$ cat src/rtl/div_unit.sv
// Iterative radix-2 restoring divider for RV32M DIV/DIVU/REM/REMU.
// One quotient bit per cycle; divide-by-zero and signed overflow bypass the loop.
module div_unit #(
    parameter int WIDTH = 32,
    parameter int CNT_W = 5
) (
    input  logic             CLK,
    input  logic             RESET_N,
    input  logic             START,
    input  logic [4:0]       ALU_CONTROL,
    input  logic [WIDTH-1:0] INPUT_1,
    input  logic [WIDTH-1:0] INPUT_2,
    input  logic             FLUSH,
    output logic             BUSY,
    output logic             DONE,
    output logic             STALL,
    output logic [WIDTH-1:0] RESULT
);

    localparam logic [4:0] OP_DIV  = 5'b01110;
    localparam logic [4:0] OP_DIVU = 5'b01111;
    localparam logic [4:0] OP_REM  = 5'b10000;
    localparam logic [4:0] OP_REMU = 5'b10001;

    typedef enum logic [1:0] {
        IDLE = 2'd0,
        CALC = 2'd1,
        FIN  = 2'd2
    } state_t;

    state_t           state_r;
    logic [CNT_W-1:0] cnt_r;
    logic [WIDTH-1:0] rem_r;
    logic [WIDTH-1:0] quo_r;
    logic [WIDTH-1:0] div_r;
    logic             rem_op_r;
    logic             neg_q_r;
    logic             neg_r_r;
    logic [WIDTH-1:0] result_r;

    logic             is_div_s;
    logic             signed_op_s;
    logic             rem_op_s;
    logic             in1_neg_s;
    logic             in2_neg_s;
    logic             div_zero_s;
    logic             ovf_s;
    logic             accept_s;
    logic [WIDTH-1:0] special_res_s;
    logic [WIDTH:0]   rem_sh_s;
    logic [WIDTH:0]   diff_s;
    logic [WIDTH-1:0] rem_n_s;
    logic [WIDTH-1:0] quo_n_s;
    logic [WIDTH-1:0] fin_res_s;

    function automatic logic [WIDTH-1:0] abs_val(input logic [WIDTH-1:0] x, input logic neg);
        return neg ? ({WIDTH{1'b0}} - x) : x;
    endfunction

    // Operation decode, special-case detection and accept qualification
    always_comb begin
        is_div_s    = (ALU_CONTROL == OP_DIV) || (ALU_CONTROL == OP_DIVU) ||
                      (ALU_CONTROL == OP_REM) || (ALU_CONTROL == OP_REMU);
        signed_op_s = (ALU_CONTROL == OP_DIV) || (ALU_CONTROL == OP_REM);
        rem_op_s    = (ALU_CONTROL == OP_REM) || (ALU_CONTROL == OP_REMU);
        in1_neg_s   = signed_op_s & INPUT_1[WIDTH-1];
        in2_neg_s   = signed_op_s & INPUT_2[WIDTH-1];
        div_zero_s  = (INPUT_2 == {WIDTH{1'b0}});
        ovf_s       = signed_op_s && (INPUT_1 == {1'b1, {(WIDTH-1){1'b0}}}) &&
                      (INPUT_2 == {WIDTH{1'b1}});
        accept_s    = (state_r == IDLE) && START && is_div_s && !FLUSH;
        if (div_zero_s) begin
            special_res_s = rem_op_s ? INPUT_1 : {WIDTH{1'b1}};
        end else if (ovf_s) begin
            special_res_s = rem_op_s ? {WIDTH{1'b0}} : {1'b1, {(WIDTH-1){1'b0}}};
        end else begin
            special_res_s = {WIDTH{1'b0}};
        end
    end

    // One restoring step plus sign correction of the would-be final result
    always_comb begin
        rem_sh_s = {rem_r, quo_r[WIDTH-1]};
        diff_s   = rem_sh_s - {1'b0, div_r};
        if (!diff_s[WIDTH]) begin
            rem_n_s = diff_s[WIDTH-1:0];
            quo_n_s = {quo_r[WIDTH-2:0], 1'b1};
        end else begin
            rem_n_s = rem_sh_s[WIDTH-1:0];
            quo_n_s = {quo_r[WIDTH-2:0], 1'b0};
        end
        if (rem_op_r) begin
            fin_res_s = abs_val(rem_n_s, neg_r_r);
        end else begin
            fin_res_s = abs_val(quo_n_s, neg_q_r);
        end
    end

    // Divider control FSM and datapath registers
    always_ff @(posedge CLK or negedge RESET_N) begin
        if (!RESET_N) begin
            state_r  <= IDLE;
            cnt_r    <= {CNT_W{1'b0}};
            rem_r    <= {WIDTH{1'b0}};
            quo_r    <= {WIDTH{1'b0}};
            div_r    <= {WIDTH{1'b0}};
            rem_op_r <= 1'b0;
            neg_q_r  <= 1'b0;
            neg_r_r  <= 1'b0;
            result_r <= {WIDTH{1'b0}};
        end else begin
            case (state_r)
                IDLE: begin
                    if (accept_s && (div_zero_s || ovf_s)) begin
                        result_r <= special_res_s;
                        state_r  <= FIN;
                    end else if (accept_s) begin
                        rem_r    <= {WIDTH{1'b0}};
                        quo_r    <= abs_val(INPUT_1, in1_neg_s);
                        div_r    <= abs_val(INPUT_2, in2_neg_s);
                        cnt_r    <= CNT_W'(WIDTH - 1);
                        rem_op_r <= rem_op_s;
                        neg_q_r  <= in1_neg_s ^ in2_neg_s;
                        neg_r_r  <= in1_neg_s;
                        state_r  <= CALC;
                    end else begin
                        state_r  <= IDLE;
                    end
                end
                CALC: begin
                    if (FLUSH) begin
                        state_r <= IDLE;
                    end else begin
                        rem_r <= rem_n_s;
                        quo_r <= quo_n_s;
                        if (cnt_r == {CNT_W{1'b0}}) begin
                            result_r <= fin_res_s;
                            state_r  <= FIN;
                        end else begin
                            cnt_r <= cnt_r - CNT_W'(1);
                        end
                    end
                end
                FIN: begin
                    state_r <= IDLE;
                end
                default: begin
                    state_r <= IDLE;
                end
            endcase
        end
    end

    assign BUSY   = (state_r != IDLE);
    assign DONE   = (state_r == FIN) && !FLUSH;
    assign STALL  = accept_s || (BUSY && !DONE);
    assign RESULT = result_r;

endmodule

$ cat config.mk
export PLATFORM = sky130hd
export DESIGN_NAME = div_unit
export DESIGN_NICKNAME = d
export VERILOG_FILES = /design/src/rtl/div_unit.sv
export SDC_FILE = /design/constraint.sdc
export NUM_CORES = 1
export LEC_CHECK = 0
export CELL_PAD_IN_SITES_DETAIL_PLACEMENT = 1
export CELL_PAD_IN_SITES_GLOBAL_PLACEMENT = 1
export CORE_MARGIN = 2
export CORE_UTILIZATION = 43
export DETAILED_ROUTE_END_ITERATION = 8
export DONT_BUFFER_PORTS = 1
export PLACE_DENSITY_LB_ADDON = 0.3
export SYNTH_ARGS = -nofsm -noshare
export SYNTH_HDL_FRONTEND = slang
export SYNTH_SLANG_ARGS = --single-unit
$ cat constraint.sdc
create_clock -name CLK -period 4.5 [get_ports CLK]
set_input_delay 0.45 -clock CLK [delete_from_list [all_inputs] [get_ports CLK]]
set_output_delay 0.45 -clock CLK [all_outputs]
set_load 0.005 [all_outputs]
== Yosys cells after proc, flatten, opt, wreduce, memory -nomap -nowiden ==
Index checks and enable logic that the tools add are counted.

* Logic and storage cells: 93
* Memory bits (read-only): 0
* Output and inout bits: 35
* Memory bits (writable): 0
* Memories kept: 0
* Flip-flop bits (word level): 138
* Latch bits: 0
* Input port bits: 73

* Magnitude comparators: 0
* Add/subtract/negate cells: 6
* Divide/modulo/power cells: 0
* Bitwise gates (word level): 4
* Multiplexer cells: 33
* Reduce and logical (&&, ||, !) cells: 26
* Shift operators: 0
* Multiply operators: 0
* Equal/unequal tests: 15

{| class="wikitable"
|+ Operators with widths
! kind !! count
|-
| $mux W32 || 19
|-
| $pmux W32 S2 || 3
|-
| $sub A1 B32 Y32 const A || 4
|-
| $eq A32 B32 Y1 const B || 2
|-
| $sub A33 B32 Y33 || 1
|-
| $logic_not A32 Y1 || 1
|-
| $mux W5 || 4
|-
| $eq A5 B4 Y1 const B || 2
|-
| $eq A5 B5 Y1 const B || 2
|-
| $ne A2 B2 Y1 const B || 5
|-
| $pmux W5 S2 || 1
|-
| $logic_and A1 B1 Y1 || 8
|-
| $reduce_and A4 Y1 || 2
|-
| $logic_or A1 B1 Y1 || 7
|-
| $mux W2 || 3
|-
| $logic_not A5 Y1 || 1
|-
| $reduce_and A5 Y1 || 1
|-
| $sub A5 B1 Y5 const B || 1
|-
| $pmux W2 S2 || 1
|-
| $reduce_bool A2 Y1 || 2
|-
| $ne A3 B3 Y1 const B || 1
|-
| $reduce_and A3 Y1 || 1
|-
| $and A1 B1 Y1 || 2
|-
| $eq A2 B1 Y1 const B || 1
|-
| 7 further kinds || 9
|}

== Longest topological paths before layout ==
* Depth in word-level cells: 9
* Depth in mapped cells: 25
* Mapped depth without buffers: 23

== Worst setup path after synthesis ==
Ideal clock, no wire load.

* Path kind: reg2reg
* From: register quo_r[31]
* To: register result_r[26] (netlist: RESULT[26])
* Data required time: 4,431 ps
* Path slack: -434 ps
* Path buffers: 2
* Library setup time: 69 ps
* Arrival: 4,865 ps
* Period minus slack after synthesis: 4,934 ps
* Stages on the path, launching flop included: 25
* Cell sequence: dfrtp_1 inv_1 ha_1 inv_1 fa_1 nand3_1 a21oi_1 o211ai_1 a21boi_0 nor3_4 nor2_4 inv_1 clkbuf_1 clkbuf_1 ha_1 nand2b_1 or3_1 or2_2 nand3b_1 o31ai_1 xnor2_1 o21ai_1 nor4b_1 mux2i_1 nand3_1

* Longest elaborated chain between the ends: 8
* Elaborated cells between the ends (all ways): 11
* Those cells by class: add/sub (3); mux (8)

{| class="wikitable"
|+ Ends and longest elaborated chain
! element !! RTL line !! RTL
|-
| from (decl) || 34 || <nowiki>logic [WIDTH-1:0] quo_r;</nowiki>
|-
| from (signal assigned) || 105 || <nowiki>quo_r <= {WIDTH{1'b0}};</nowiki>
|-
| from (signal assigned) || 119 || <nowiki>quo_r <= abs_val(INPUT_1, in1_neg_s);</nowiki>
|-
| from (signal assigned) || 135 || <nowiki>quo_r <= quo_n_s;</nowiki>
|-
| $sub A33 B32 Y33 || 84 || <nowiki>diff_s = rem_sh_s - {1'b0, div_r};</nowiki>
|-
| $mux W1 / $mux W32 (equally long branches) || 85 || <nowiki>if (!diff_s[WIDTH]) begin</nowiki>
|-
| $sub A1 B32 Y32 || 57 || <nowiki>return neg ? ({WIDTH{1'b0}} - x) : x;</nowiki>
|-
| $mux W32 || 57 ||
|-
| $mux W32 (*) || 92 || <nowiki>if (rem_op_r) begin</nowiki>
|-
| $mux W32 (*) || 136 || <nowiki>if (cnt_r == {CNT_W{1'b0}}) begin</nowiki>
|-
| $mux W32 (*) || 131 || <nowiki>if (FLUSH) begin</nowiki>
|-
| $pmux W32 S2 (*) || 112 || <nowiki>case (state_r)</nowiki>
|-
| to (signal assigned) || 110 || <nowiki>result_r <= {WIDTH{1'b0}};</nowiki>
|-
| to (signal assigned) || 115 || <nowiki>result_r <= special_res_s;</nowiki>
|-
| to (signal assigned) || 137 || <nowiki>result_r <= fin_res_s;</nowiki>
|-
| to (decl) || 39 || <nowiki>logic [WIDTH-1:0] result_r;</nowiki>
|}

Mark *: on every way between the ends. The rest lies on a longest branch, timed or not. The select of a mux whose other input is x is not followed.
A chain may end at the register's enable or synchronous reset.

== Worst setup path after layout ==
* From: register rem_r[22]
* To: register result_r[28] (netlist: RESULT[28])

* Longest elaborated chain between the ends: 8
* Elaborated cells between the ends (all ways): 11
* Those cells by class: add/sub (3); mux (8)

{| class="wikitable"
|+ Ends and longest elaborated chain
! element !! RTL line !! RTL
|-
| from (decl) || 33 || <nowiki>logic [WIDTH-1:0] rem_r;</nowiki>
|-
| from (signal assigned) || 104 || <nowiki>rem_r <= {WIDTH{1'b0}};</nowiki>
|-
| from (signal assigned) || 118 || <nowiki>rem_r <= {WIDTH{1'b0}};</nowiki>
|-
| from (signal assigned) || 134 || <nowiki>rem_r <= rem_n_s;</nowiki>
|-
| $sub A33 B32 Y33 || 84 ||
|-
| $mux W1 / $mux W32 (equally long branches) || 85 ||
|-
| $sub A1 B32 Y32 || 57 ||
|-
| $mux W32 || 57 ||
|-
| $mux W32 (*) || 92 ||
|-
| $mux W32 (*) || 136 ||
|-
| $mux W32 (*) || 131 ||
|-
| $pmux W32 S2 (*) || 112 ||
|}

Marks and branches as above.

==> impl_metrics.sql <==
INSERT INTO impl_metrics (metric_group, metric, value, unit) VALUES
('cells_and_area', 'multi_input_logic_area', '0.008087', 'mm²'),
('yosys', 'async_flop_share', '1.000', ''),
('grt', 'first_global_vias', '12490', ''),
('yosys', 'synthesis.area', '0.01194', 'mm²'),
('yosys', 'ys_warn_count', '0', ''),
('floorplanning', 'floorplan.core_area', '0.02710', 'mm²'),
('pwr', 'switching_power', '0.005291', 'W'),
('yosys', 'post_synth_inst_count', '1580', ''),
('yosys', 'synth_nets', '1693', ''),
('grt', 'grt_pass1_wl', '71.57', 'mm'),
('placement', 'place_congestion', '0.9295', ''),
('floorplanning', 'floorplan.die_area', '0.02910', 'mm²'),
('pwr', 'power.density_cell_area', '758.5', 'mW/mm²'),
('sta', 'worst_slack', '0.1388', 'ns'),
('run_status', 'failed_checks', 'negative hold slack', ''),
('clock_tree', 'clock_root_cell', 'sky130_fd_sc_hd__clkbuf_16', ''),
('drt', 'remaining_antenna_violation_count', '0', ''),
('yosys', 'synth_edf_count', '0', ''),
('worst_setup_path', 'timing.rr.start', 'rem_r[22]', ''),
('cells_and_area', 'fillers', '3362', ''),
('pwr', 'clockPowerShare', '0.145', ''),
('pwr', 'vdd_ir_drop_max', '0.3781', 'mV'),
('worst_setup_path', 'reg2reg_depth', '19', ''),
('yosys', 'synthFlopType', 'sky130_fd_sc_hd__dfrtp_1', ''),
('drt', 'vias', '12480', ''),
('grt', 'initial_antenna_violation_count', '3', ''),
('worst_hold_path', 'hp-class', 'input port to asynchronous set/reset pin', ''),
('cells_and_area', 'post_layout_nonfiller_instances', '1975', ''),
('worst_setup_path', 'timing.critical_path.to_type', 'flip-flop', ''),
('run_status', 'run_status', 'finished, violations left', ''),
('floorplanning', 'num_io_pins', '108', ''),
('drt', 'detail_route.wl_per_cell', '23.46', 'µm'),
('drt', 'detail_route.wirelength', '46.33', 'mm'),
('sta', 'finalCriticalPeriod', '4.361', 'ns'),
('sta', 'grt_setup_unrepaired', 'true', ''),
('placement', 'placement.cell_area', '0.01266', 'mm²'),
('worst_setup_path', 'timing.critical_path.arrival', '4.68', 'ns'),
('placement', 'numPortBuffers', '0', ''),
('worst_setup_path', 'critical_path_required', '4.82', 'ns'),
('clock_tree', 'cts_tree', 'built', ''),
('clock_tree', 'numCtsBuffers', '17', ''),
('placement', 'placement.setup.worst_slack', '-0.04967', 'ns'),
('floorplanning', 'std_cell_rows', '60', ''),
('sta', 'max_freq', '229.3', 'MHz'),
('sta', 'timing.final.hold_violations', '34', ''),
('yosys', 'ys_seq_elements', '138', ''),
('grt', 'grt_usage', '0.3193', ''),
('cells_and_area', 'area_growth', '13.05', '%'),
('worst_setup_path', 'worst-r2r-setup-slack', '0.14', 'ns'),
('worst_setup_path', 'timing.setup.critical_path_class', 'flip-flop to flip-flop', ''),
('pwr', 'power_switching_share', '0.5170', ''),
('sta', 'clock_skew', '0.01449', 'ns'),
('sta', 'whs', '-0.07416', 'ns'),
('clock_tree', 'clock_sink_count', '138', ''),
('pwr', 'p_int', '0.004944', 'W'),
('clock_tree', 'clk_path_buf_depth', '2', ''),
('pwr', 'power.share.sequential', '0.195', ''),
('yosys', 'synth.yosys.seq_area_share', '0.2893', ''),
('clock_tree', 'clock_insertion_delay_worst_skew', '0.45', 'ns'),
('worst_setup_path', 'crit_path_start_kind', 'flip-flop', ''),
('placement', 'numPlacedInstances', '1940', ''),
('cells_and_area', 'final_nets', '1703', ''),
('floorplanning', 'die-height', '170.6', 'µm'),
('pwr', 'p_comb_frac', '0.660', ''),
('worst_setup_path', 'worstPathMaxFanout', '8', ''),
('cells_and_area', 'post-route-util', '0.4979', ''),
('drt', 'drt_drc_violations_left', '0', ''),
('drt', 'initial_detailed_routing_violation_count', '1146', ''),
('sta', 'timing.final.max_slew_violations', '0', ''),
('yosys', 'synth.lib_cells_used.distinct', '88', ''),
('cells_and_area', 'design_area_final', '0.01349', 'mm²');
registers in the layout, summed over array words and instances (netlist names):
name and flops:
rem_op_r 1, neg_q_r 1, RESULT 32, div_r 32
rem_r 32, cnt_r 5, quo_r 32, neg_r_r 1
state_r 2
metal layers:
layer	GRT usage	vias to the layer above	wire (µm)
li1	-	5717	-
met5	0	-	0
met2	0.5087	433	21100
met1	0.4416	6240	20450
met4	0.09699	0	1362
met3	0.05644	89	3415
cell usage in the layout (no fill, tap or decap), types with 6 or more instances in the layout:
master,count
sky130_fd_sc_hd__o221ai_1,6
sky130_fd_sc_hd__o31ai_1,22
sky130_fd_sc_hd__a21oi_2,8
sky130_fd_sc_hd__o21a_1,7
sky130_fd_sc_hd__nor3_1,35
sky130_fd_sc_hd__a211oi_1,7
sky130_fd_sc_hd__nand2b_1,10
sky130_fd_sc_hd__nor2b_1,6
sky130_fd_sc_hd__a21oi_1,130
sky130_fd_sc_hd__inv_1,60
sky130_fd_sc_hd__or4_1,15
sky130_fd_sc_hd__buf_4,78
sky130_fd_sc_hd__a31oi_1,20
sky130_fd_sc_hd__or2_2,8
sky130_fd_sc_hd__mux2i_1,25
sky130_fd_sc_hd__nand4_1,23
sky130_fd_sc_hd__xnor2_1,64
sky130_fd_sc_hd__and3_1,8
sky130_fd_sc_hd__o21ai_1,13
sky130_fd_sc_hd__and2_1,10
sky130_fd_sc_hd__o211ai_1,18
sky130_fd_sc_hd__clkbuf_16,17
sky130_fd_sc_hd__o21ai_0,207
sky130_fd_sc_hd__dfrtp_1,137
sky130_fd_sc_hd__or3_1,19
sky130_fd_sc_hd__nand2_1,179
sky130_fd_sc_hd__xor2_1,70
sky130_fd_sc_hd__ha_1,30
sky130_fd_sc_hd__nor2_1,140
sky130_fd_sc_hd__nor4_1,13
sky130_fd_sc_hd__o41ai_1,7
sky130_fd_sc_hd__a21o_1,13
sky130_fd_sc_hd__nand3_1,47
logic make-up after synthesis:
logic type / Yosys count / share of synthesized area
flip-flops: 138 / 0.2893
multiplexers: 33 / 0.02841
XOR/XNOR: 134 / 0.09833
adder cells (fa/ha/maj): 40 / 0.04256
buffers and inverters: 154 / 0.05294
AO/OA/AOI/OAI: 529 / 0.2649
AND/OR/NAND/NOR: 552 / 0.2235
worst max-delay path, stage by stage, from the launching register on:
cell	delay (ns)
sky130_fd_sc_hd__dfrtp_1	0.40
sky130_fd_sc_hd__ha_1	0.32
sky130_fd_sc_hd__a21o_1	0.21
sky130_fd_sc_hd__a31oi_2	0.20
sky130_fd_sc_hd__o211ai_1	0.18
sky130_fd_sc_hd__a221o_1	0.45
sky130_fd_sc_hd__nor3_4	0.24
sky130_fd_sc_hd__nor2_4	0.07
sky130_fd_sc_hd__clkinv_4	0.09
sky130_fd_sc_hd__ha_2	0.18
sky130_fd_sc_hd__nand2b_1	0.06
sky130_fd_sc_hd__or3_1	0.35
sky130_fd_sc_hd__or2_2	0.33
sky130_fd_sc_hd__nand3b_1	0.20
sky130_fd_sc_hd__buf_4	0.18
sky130_fd_sc_hd__o31ai_2	0.21
sky130_fd_sc_hd__xor2_1	0.21
sky130_fd_sc_hd__o211ai_1	0.10
sky130_fd_sc_hd__o21ai_1	0.12
sky130_fd_sc_hd__o21ai_1	0.10
layout make-up:
class / count / area share
Clock inverter: 14 / 0.01103
Multi-Input combinational cell: 1288 / 0.5993
Inverter: 64 / 0.01818
Sequential cell: 138 / 0.2560
Timing Repair Buffer: 81 / 0.04841
Clock buffer: 18 / 0.03255
Tap cell: 372 / 0.03450
cells in the mapped netlist, drive strengths merged, types with 23 or more instances:
cell type,count,area [µm²]
a21oi,138,698.2
buf,31,168.9
clkbuf,59,222.7
dfrtp,138,3453
ha,39,488.0
inv,62,232.7
mux2i,26,260.3
nand2,180,678.2
nand3,50,255.3
nand4,23,143.9
nor2,143,551.8
nor3,40,227.7
o21ai,224,1125
o31ai,27,212.7
xnor2,64,560.5
xor2,70,613.1
metrics by stage:
| step | TNS [ns] | total power [W] |
|---|---|---|
| final | 0 | 0.01023 |
| after global routing | -0.4850 | 0.01084 |
| after CTS | 0 | 0.009857 |
| after detailed placement | -0.1150 | 0.008296 |
| after global placement | 0 | 0.008139 |
| after floorplan | 0 | 0.006196 |
power groups by stage:
stage | combinational [W] | clock, W | sequential, W
after floorplan | 0.00432 | 0 | 0.00188
after global placement | 0.00617 | 0 | 0.00196
after detailed placement | 0.00631 | 0 | 0.00199
after CTS | 0.00640 | 0.00149 | 0.00197
after global routing | 0.00727 | 0.00153 | 0.00204
final | 0.00675 | 0.00149 | 0.00199
worst max path at each step:
stage / slack [ns] / end / startpoint / cells after the start
floorplan: 0.009 / RESULT[26] / quo_r[31] / 24
global placement: 0.11 / RESULT[26] / quo_r[31] / 22
detailed placement: -0.05 / RESULT[26] / quo_r[31] / 22
CTS: 0.007 / RESULT[26] / quo_r[31] / 22
global route: -0.10 / RESULT[30] / div_r[21] / 21
finish: 0.14 / RESULT[28] / rem_r[22] / 19
repair_timing:
| action | 4_1_cts | 5_1_grt |
|---|---|---|
| pin swaps | 0 | 12 |
| setup endpoints to repair | 6 | 17 |
| resized for setup | 2 | 43 |
| hold buffers | 1 | 0 |
| setup buffers | 0 | 2 |
| endpoints found under the hold margin | 138 | 0 |
(Power assumes the default switching activity.)
